$ cat config.mk
export PLATFORM = sky130hd
export DESIGN_NAME = clock_meter
export DESIGN_NICKNAME = d
export VERILOG_FILES = /design/src/rtl/clock_meter_pkg.sv /design/src/rtl/sync_2ff.sv /design/src/rtl/clock_meter.sv
export SDC_FILE = /design/constraint.sdc
export NUM_CORES = 1
export LEC_CHECK = 0
export ABC_AREA = 1
export CAP_MARGIN = 40
export CORE_MARGIN = 2
export CORE_UTILIZATION = 30
export CTS_BUF_LIST = sky130_fd_sc_hd__clkbuf_16
export CTS_CLUSTER_SIZE = 24
export DETAILED_ROUTE_END_ITERATION = 16
export GPL_TIMING_DRIVEN = 1
export SLEW_MARGIN = 20
export SYNTH_ARGS = -nofsm -noshare
export SYNTH_HDL_FRONTEND = slang
export SYNTH_SLANG_ARGS = --single-unit
$ cat constraint.sdc
create_clock -name clk_in -period 12.7 [get_ports clk_in]
set_clock_uncertainty 0.1 [all_clocks]
set_input_delay 2.54 -clock clk_in [delete_from_list [all_inputs] [get_ports clk_in]]
set_output_delay 2.54 -clock clk_in [all_outputs]
set_load 0.1 [all_outputs]
$ cat src/rtl/clock_meter_pkg.sv
// Shared types and width helper for the clock_meter block.
package clock_meter_pkg;

  typedef enum logic {
    IDLE = 1'b0,
    RUN  = 1'b1
  } cm_state_e;

  // Number of bits needed to hold values 0..max_val, never less than 1.
  function automatic int cm_width(input longint unsigned max_val);
    int w;
    w = 1;
    while (w < 63 && (64'd1 << w) <= max_val) w++;
    return w;
  endfunction

endpackage

$ cat src/rtl/sync_2ff.sv
// Single-bit two-flop synchronizer, asynchronously reset to 0.
module sync_2ff (
  input  logic clk_in,
  input  logic rst_in,
  input  logic d_i,
  output logic q_o
);

  logic meta_q;
  logic sync_q;

  always_ff @(posedge clk_in or posedge rst_in) begin
    if (rst_in) begin
      meta_q <= 1'b0;
      sync_q <= 1'b0;
    end else begin
      meta_q <= d_i;
      sync_q <= meta_q;
    end
  end

  assign q_o = sync_q;

endmodule

$ cat src/rtl/clock_meter.sv
// Frequency / period / stall monitor for a slow asynchronous clock-like input,
// measured in clk_in cycles.
module clock_meter
  import clock_meter_pkg::*;
#(
  parameter  int GATE_CYCLES = 50_000_000,
  parameter  int TIMEOUT     = 100_000_000,
  localparam int CNT_W       = cm_width(longint'(GATE_CYCLES)),
  localparam int PER_W       = cm_width(longint'(TIMEOUT))
) (
  input  logic             clk_in,
  input  logic             rst_in,
  input  logic             en_in,
  input  logic             sig_in,
  output logic [CNT_W-1:0] freq_out,
  output logic             freq_valid,
  output logic [PER_W-1:0] period_out,
  output logic             period_valid,
  output logic             stall_out
);

  localparam logic [CNT_W-1:0] GATE_LAST = CNT_W'(GATE_CYCLES - 1);
  localparam logic [CNT_W-1:0] EDGE_MAX  = '1;
  localparam logic [PER_W-1:0] PER_MAX   = PER_W'(TIMEOUT);
  localparam logic [PER_W-1:0] PER_STALL = PER_W'(TIMEOUT - 1);

  logic             sig_sync;
  logic             sig_d_q;
  logic             rise;

  cm_state_e        state_q, state_d;
  logic [CNT_W-1:0] gate_cnt_q, gate_cnt_d;
  logic [CNT_W-1:0] edge_cnt_q, edge_cnt_d;
  logic [CNT_W-1:0] edge_sum;
  logic [CNT_W-1:0] freq_q, freq_d;
  logic [PER_W-1:0] per_cnt_q, per_cnt_d;
  logic [PER_W-1:0] period_q, period_d;
  logic             armed_q, armed_d;
  logic             stall_q, stall_d;
  logic             fv_q, fv_d;
  logic             pv_q, pv_d;

  sync_2ff u_sync (
    .clk_in (clk_in),
    .rst_in (rst_in),
    .d_i    (sig_in),
    .q_o    (sig_sync)
  );

  // sig_d_q runs in every state so entering RUN with sig high is not a rise.
  assign rise     = sig_sync & ~sig_d_q;
  assign edge_sum = (edge_cnt_q == EDGE_MAX) ? edge_cnt_q : edge_cnt_q + CNT_W'(rise);

  always_comb begin
    state_d    = state_q;
    gate_cnt_d = gate_cnt_q;
    edge_cnt_d = edge_cnt_q;
    per_cnt_d  = per_cnt_q;
    armed_d    = armed_q;
    stall_d    = stall_q;
    freq_d     = freq_q;
    period_d   = period_q;
    fv_d       = 1'b0;
    pv_d       = 1'b0;

    if (!en_in || state_q == IDLE) begin
      state_d    = en_in ? RUN : IDLE;
      gate_cnt_d = '0;
      edge_cnt_d = '0;
      per_cnt_d  = '0;
      armed_d    = 1'b0;
      stall_d    = 1'b0;
    end else begin
      // Gate window: an edge landing on the last cycle belongs to the closing window.
      if (gate_cnt_q == GATE_LAST) begin
        gate_cnt_d = '0;
        edge_cnt_d = '0;
        freq_d     = edge_sum;
        fv_d       = 1'b1;
      end else begin
        gate_cnt_d = gate_cnt_q + 1'b1;
        edge_cnt_d = edge_sum;
      end

      // Period / stall tracking; a rise always wins over the stall threshold.
      if (rise) begin
        if (armed_q) begin
          period_d = per_cnt_q + 1'b1;
          pv_d     = 1'b1;
        end
        per_cnt_d = '0;
        armed_d   = 1'b1;
        stall_d   = 1'b0;
      end else begin
        per_cnt_d = (per_cnt_q == PER_MAX) ? per_cnt_q : per_cnt_q + 1'b1;
        if (per_cnt_q == PER_STALL) begin
          stall_d = 1'b1;
          armed_d = 1'b0;
        end
      end
    end
  end

  always_ff @(posedge clk_in or posedge rst_in) begin
    if (rst_in) begin
      state_q    <= IDLE;
      sig_d_q    <= 1'b0;
      gate_cnt_q <= '0;
      edge_cnt_q <= '0;
      per_cnt_q  <= '0;
      armed_q    <= 1'b0;
      stall_q    <= 1'b0;
      freq_q     <= '0;
      period_q   <= '0;
      fv_q       <= 1'b0;
      pv_q       <= 1'b0;
    end else begin
      state_q    <= state_d;
      sig_d_q    <= sig_sync;
      gate_cnt_q <= gate_cnt_d;
      edge_cnt_q <= edge_cnt_d;
      per_cnt_q  <= per_cnt_d;
      armed_q    <= armed_d;
      stall_q    <= stall_d;
      freq_q     <= freq_d;
      period_q   <= period_d;
      fv_q       <= fv_d;
      pv_q       <= pv_d;
    end
  end

  assign freq_out     = freq_q;
  assign freq_valid   = fv_q;
  assign period_out   = period_q;
  assign period_valid = pv_q;
  assign stall_out    = stall_q;

endmodule

# Word level (Yosys, flattened, before mapping)
# Index checks and enable logic that the tools add are counted.
[totals] reg_bits=140 output_inout_bits=56
[op_classes] add_sub_neg=3 eq_ne=5 n_mux=20 n_bitwise=4 reduce_logical=5
[ops] cell="$mux 26" count=5
[ops] cell="$mux 27" count=3
[ops] cell="$eq 27x27->1 const B" count=2
[ops] cell="$eq 26x26->1 const B" count=2
[ops] cell="$add 27x1->27 const B" count=1
[ops] cell="$add 26x1->26" count=1
[ops] cell="$add 26x1->26 const B" count=1
[ops] cell="$mux 1" count=12
[ops] cell="$ne 3x3->1 const B" count=1
[ops] cell="$not 1->1" count=3
[ops] cell="$reduce_and 3->1" count=1
[ops] cell="$reduce_bool 3->1" count=1
[ops] cell="$reduce_and 2->1" count=1
[ops] cell="$and 1x1->1" count=1
[ops] cell="$logic_not 1->1" count=1
[ops] cell="$logic_or 1x1->1" count=1

# Logic depth before layout (Yosys ltp)
[depth] depth_word=6 mapped_depth=16 depth_no_buf=14

# By module
# A second synthesis with hierarchy kept.
[hier_totals] hier_cells=1025 hier_area_um2=7455.9
[by_module_without_submodules] module="clock_meter" instances=1 cells_per_inst=1022 area_per_inst_um2=7402.1 seq_area_each_um2=3453.3
[by_module_without_submodules] module="sync_2ff" instances=1 cells_per_inst=3 area_per_inst_um2=53.8 seq_area_each_um2=50.0

# Worst setup path after synthesis
# Ideal clock, no wire load.
[synth_timing] kind="input to register" startpoint="in en_in" endpoint="reg period_q[11] (netlist: period_out[11])" setup_time_ns=0.120 arrival_ns=3.381 required_time_ns=12.480 path_slack_ns=9.100 stages=7 n_path_buf=2 path_cell_list="nand2_2 -> nor3_4 -> inv_2 -> buf_6 -> buf_6 -> nand2_1 -> nand2_1"
[synth_via] elab_chain_len=4
[synth_lines] item="start: declaration" line_no="clock_meter.sv:13" rtl="input logic en_in,"
[synth_lines] item="$logic_not 1->1" line_no="clock_meter.sv:66" rtl="if (!en_in || state_q == IDLE) begin"
[synth_lines] item="$logic_or 1x1->1" line_no="clock_meter.sv:66"
[synth_lines] item="$not 1->1 (no line)"
[synth_lines] item="$reduce_and 3->1 (no line)"
[synth_lines] item="end signal: assignment" line_no="clock_meter.sv:126" rtl="period_q <= period_d;"
[synth_lines] item="end: declaration" line_no="clock_meter.sv:37" rtl="logic [PER_W-1:0] period_q, period_d;"
# No other way between the ends.
# A chain may end at the register's enable or synchronous reset.

# Final worst setup path
[layout_timing] startpoint="in en_in" endpoint="reg period_q[5] (netlist: period_out[5])"
# The elaborated chain is that of the path after synthesis.

==> results_dict.tcl <==
set metrics [dict create \
    reg2reg_from "u_sync.q_o" \
    antenna_cells 0 \
    drive_above_1_share 0.1181 \
    synth-seq-area-share 0.4701 \
    maxSlewHeadroom 0.5488 \
    synthCells 1024 \
    htree_levels 4 \
    row_count 57 \
    multi_input_area_mm2 0.003482 \
    fmax_ghz 0.2225 \
    reg2reg_depth 13 \
    cp-start-kind "input port" \
    grt_pass1_wl_um 32730 \
    p_clk_frac 0.509 \
    detailed_place_hpwl_um 14290 \
    crit_path_end "period_out[5]" \
    synthAdderAreaFrac 0.008395 \
    wl_per_cell_um 13.08 \
    r2r-end "edge_cnt_q[16]" \
    synthMuxAreaShare 0 \
    tightest_slew_ns 0.6768 \
    antenna_found_initial 0 \
    crit_chain "clkdlybuf4s50_1, nand2_2, buf_4, nor3_4, inv_2, nand2_1, o21ai_0" \
    setup-violations-final 0 \
    finalCritPeriodShare 0.3538 \
    ff2ff_setup_slack_ns 9.71 \
    internal-power_uw 759.0 \
    viasPerCell 4.546 \
    drt_wl_total_um 19300 \
    syn_avg_cell_area_um2 7.277 \
    combPwrFrac 0.031 \
    synth_compound_area_frac 0.02787 \
    most-common-layout-cells "362 x nand2_1, 191 x nor2_1, 140 x dfrtp_1, 83 x inv_1, 83 x nand3_1" \
    arrival_ns 4.68 \
    via_count 6710 \
    dr.pass1.iters 5 \
    grt_pass1_vias 6553 \
    io_pins 60 \
    drt-initial-drc-count 400 \
    area_growth_pct 32.64 \
    worstHoldStart "u_sync.meta_q" \
    root_buffer "clkbuf_16" \
    ys_async_sr_fraction 1.000 \
    synth_seq_cells 140 \
    synth-simple-area-share 0.4040 \
    ff_latch_area_mm2 0.003503 \
    final-hold-violation-count 0 \
    critPathKind "in2reg" \
    swShare 0.2233 \
    postCtsHoldBufs 0 \
    hp-class "reg2reg" \
    clockBufferDepth 2 \
    gp_congestion 0.8877 \
    placement.setup.worst_slack_ns 7.586 \
    slowest_delay_ns 0.60 \
    nets 1151 \
    crit_slowest_cell "nor3_4" \
    ys.flop_type "dfrtp_1" \
    power.leakage_nw 4.363 \
    cp-end-kind "flop" \
    cts.clk_slew.worst_paths_ns 0.06 \
    cts_tree "built" \
    crit_fanout 45 \
    drv_cap 0 \
    fin_setup_tns_ns 0 \
    p_per_area_mw_per_mm2 98.85 \
    synth_top_family_by_area "simple AND/OR/NAND/NOR gates" \
    min_period_ns 4.493 \
    port_buffers 59 \
    synth_edf_count 0 \
    die_y_um 161.6 \
    drv_slew 0 \
    postLayoutCoreUtil 0.4064 \
    core_area_mm2 0.02432 \
    initial_core_util 0.3064 \
    yosys_warnings 0 \
    status "completed" \
    overflow 0 \
    rsz0062_at_grt "no" \
    die_area_mm2 0.02612 \
    grt_max_degree 77 \
    ys_types 36 \
    cts_resized 0 \
    power_frac_seq 0.460 \
    drc 0 \
    synth_xor_area_frac 0.02703 \
    post_cts_buffers 0 \
    layout_commonest_cell "nand2_1" \
    cts_buffers 17 \
    synth_nets 1033 \
    crit_path_start "en_in" \
    clk_latency_ns 0.42 \
    numClockSinks 140 \
    die_w_um 161.6 \
    grt_usage 0.1569 \
    p_sw_uw 218.2 \
    fillers 2448 \
    synth.cell_area_mm2 0.007452 \
    irDropWorstVdd_mv 0.07957 \
    cp.required_ns 12.88 \
    setup_ws_ns 8.207 \
    final_antenna_net_count 0 \
]
cells by family (layout without fill, tap and decap cells):
kind of cell	count (synthesis)	after routing
and+or+nand+nor	707	707
DFF	140	140
buffers and inverters	111	239
AOI/OAI and AO/OA	38	38
xor gates and xnor gates	23	23
adders and majority gates	5	5
registers in the layout, indices dropped and copies added, names as in the netlist, 26 cells and up:
name,flops
edge_cnt_q,26
gate_cnt_q,26
per_cnt_q,27
period_out,27
freq_out,26
Yosys cell counts (all sizes together) (3+ instances only):
cell type / number / area (um2)
nand3b: 3 / 22.52
dfrtp: 140 / 3503
a21oi: 5 / 25.02
or2: 7 / 43.80
ha: 5 / 62.56
nor3: 13 / 76.33
o21bai: 4 / 30.03
xnor2: 8 / 70.07
inv: 89 / 334.1
clkbuf: 5 / 18.77
nand4: 11 / 83.83
nor2: 204 / 842.1
xor2: 15 / 131.4
buf: 17 / 113.9
o21ai: 26 / 130.1
and2: 3 / 18.77
nand2: 379 / 1470
nand3: 86 / 445.4
how the worst min path moves through the flow:
stage,endpoint,slack [ns],cells after the start
2_1_floorplan,u_sync.q_o,0.23,0
3_3_place_gp,u_sync.q_o,0.24,0
3_5_place_dp,u_sync.q_o,0.24,0
4_1_cts,u_sync.q_o,0.25,0
5_1_grt,u_sync.q_o,0.27,0
6_report,u_sync.q_o,0.25,0
power by group through the flow:
stage / Combinational (mW) / Sequential, mW / Clock [mW]
detailed placement: 0.0312 / 0.458 / 0
global route: 0.0337 / 0.450 / 0.530
floorplan: 0.0146 / 0.462 / 0
global placement: 0.0278 / 0.458 / 0
finish: 0.0299 / 0.450 / 0.498
CTS: 0.0312 / 0.450 / 0.506
per-stage QoR:
step	hold WS, ns	cell area, um2	power, mW	instances
2_1_floorplan	0.2312	7452	0.4769	1024
3_3_place_gp	0.2351	8343	0.4855	1388
3_5_place_dp	0.2379	9281	0.4889	1446
4_1_cts	0.2518	9857	0.9873	1475
5_1_grt	0.2683	9884	1.013	1476
6_report	0.2493	9884	0.9771	1476
critical path: cells and delay by family:
kind	cells	cell delay, ns
buffers and inverters	3	1.19
AND/OR/NAND/NOR	3	0.81
AO/OA/AOI/OAI	1	0.09
per-layer routing:
metal | vias up | wire [um] | track usage
met5 | - | 0 | 0
met4 | 0 | 394 | 0.06034
met3 | 28 | 654 | 0.02979
met2 | 125 | 8711 | 0.2446
met1 | 3146 | 9541 | 0.2164
li1 | 3411 | - | -
area by class of cell:
class,instances,area share
clock buffer,17,0.04304
clock inverter,12,0.01519
inverter,89,0.03430
multi-input combinational,773,0.3523
sequential,140,0.3544
tap,324,0.04101
timing repair buffer,121,0.1597
No activity file was read; power rests on OpenSTA's default activity.
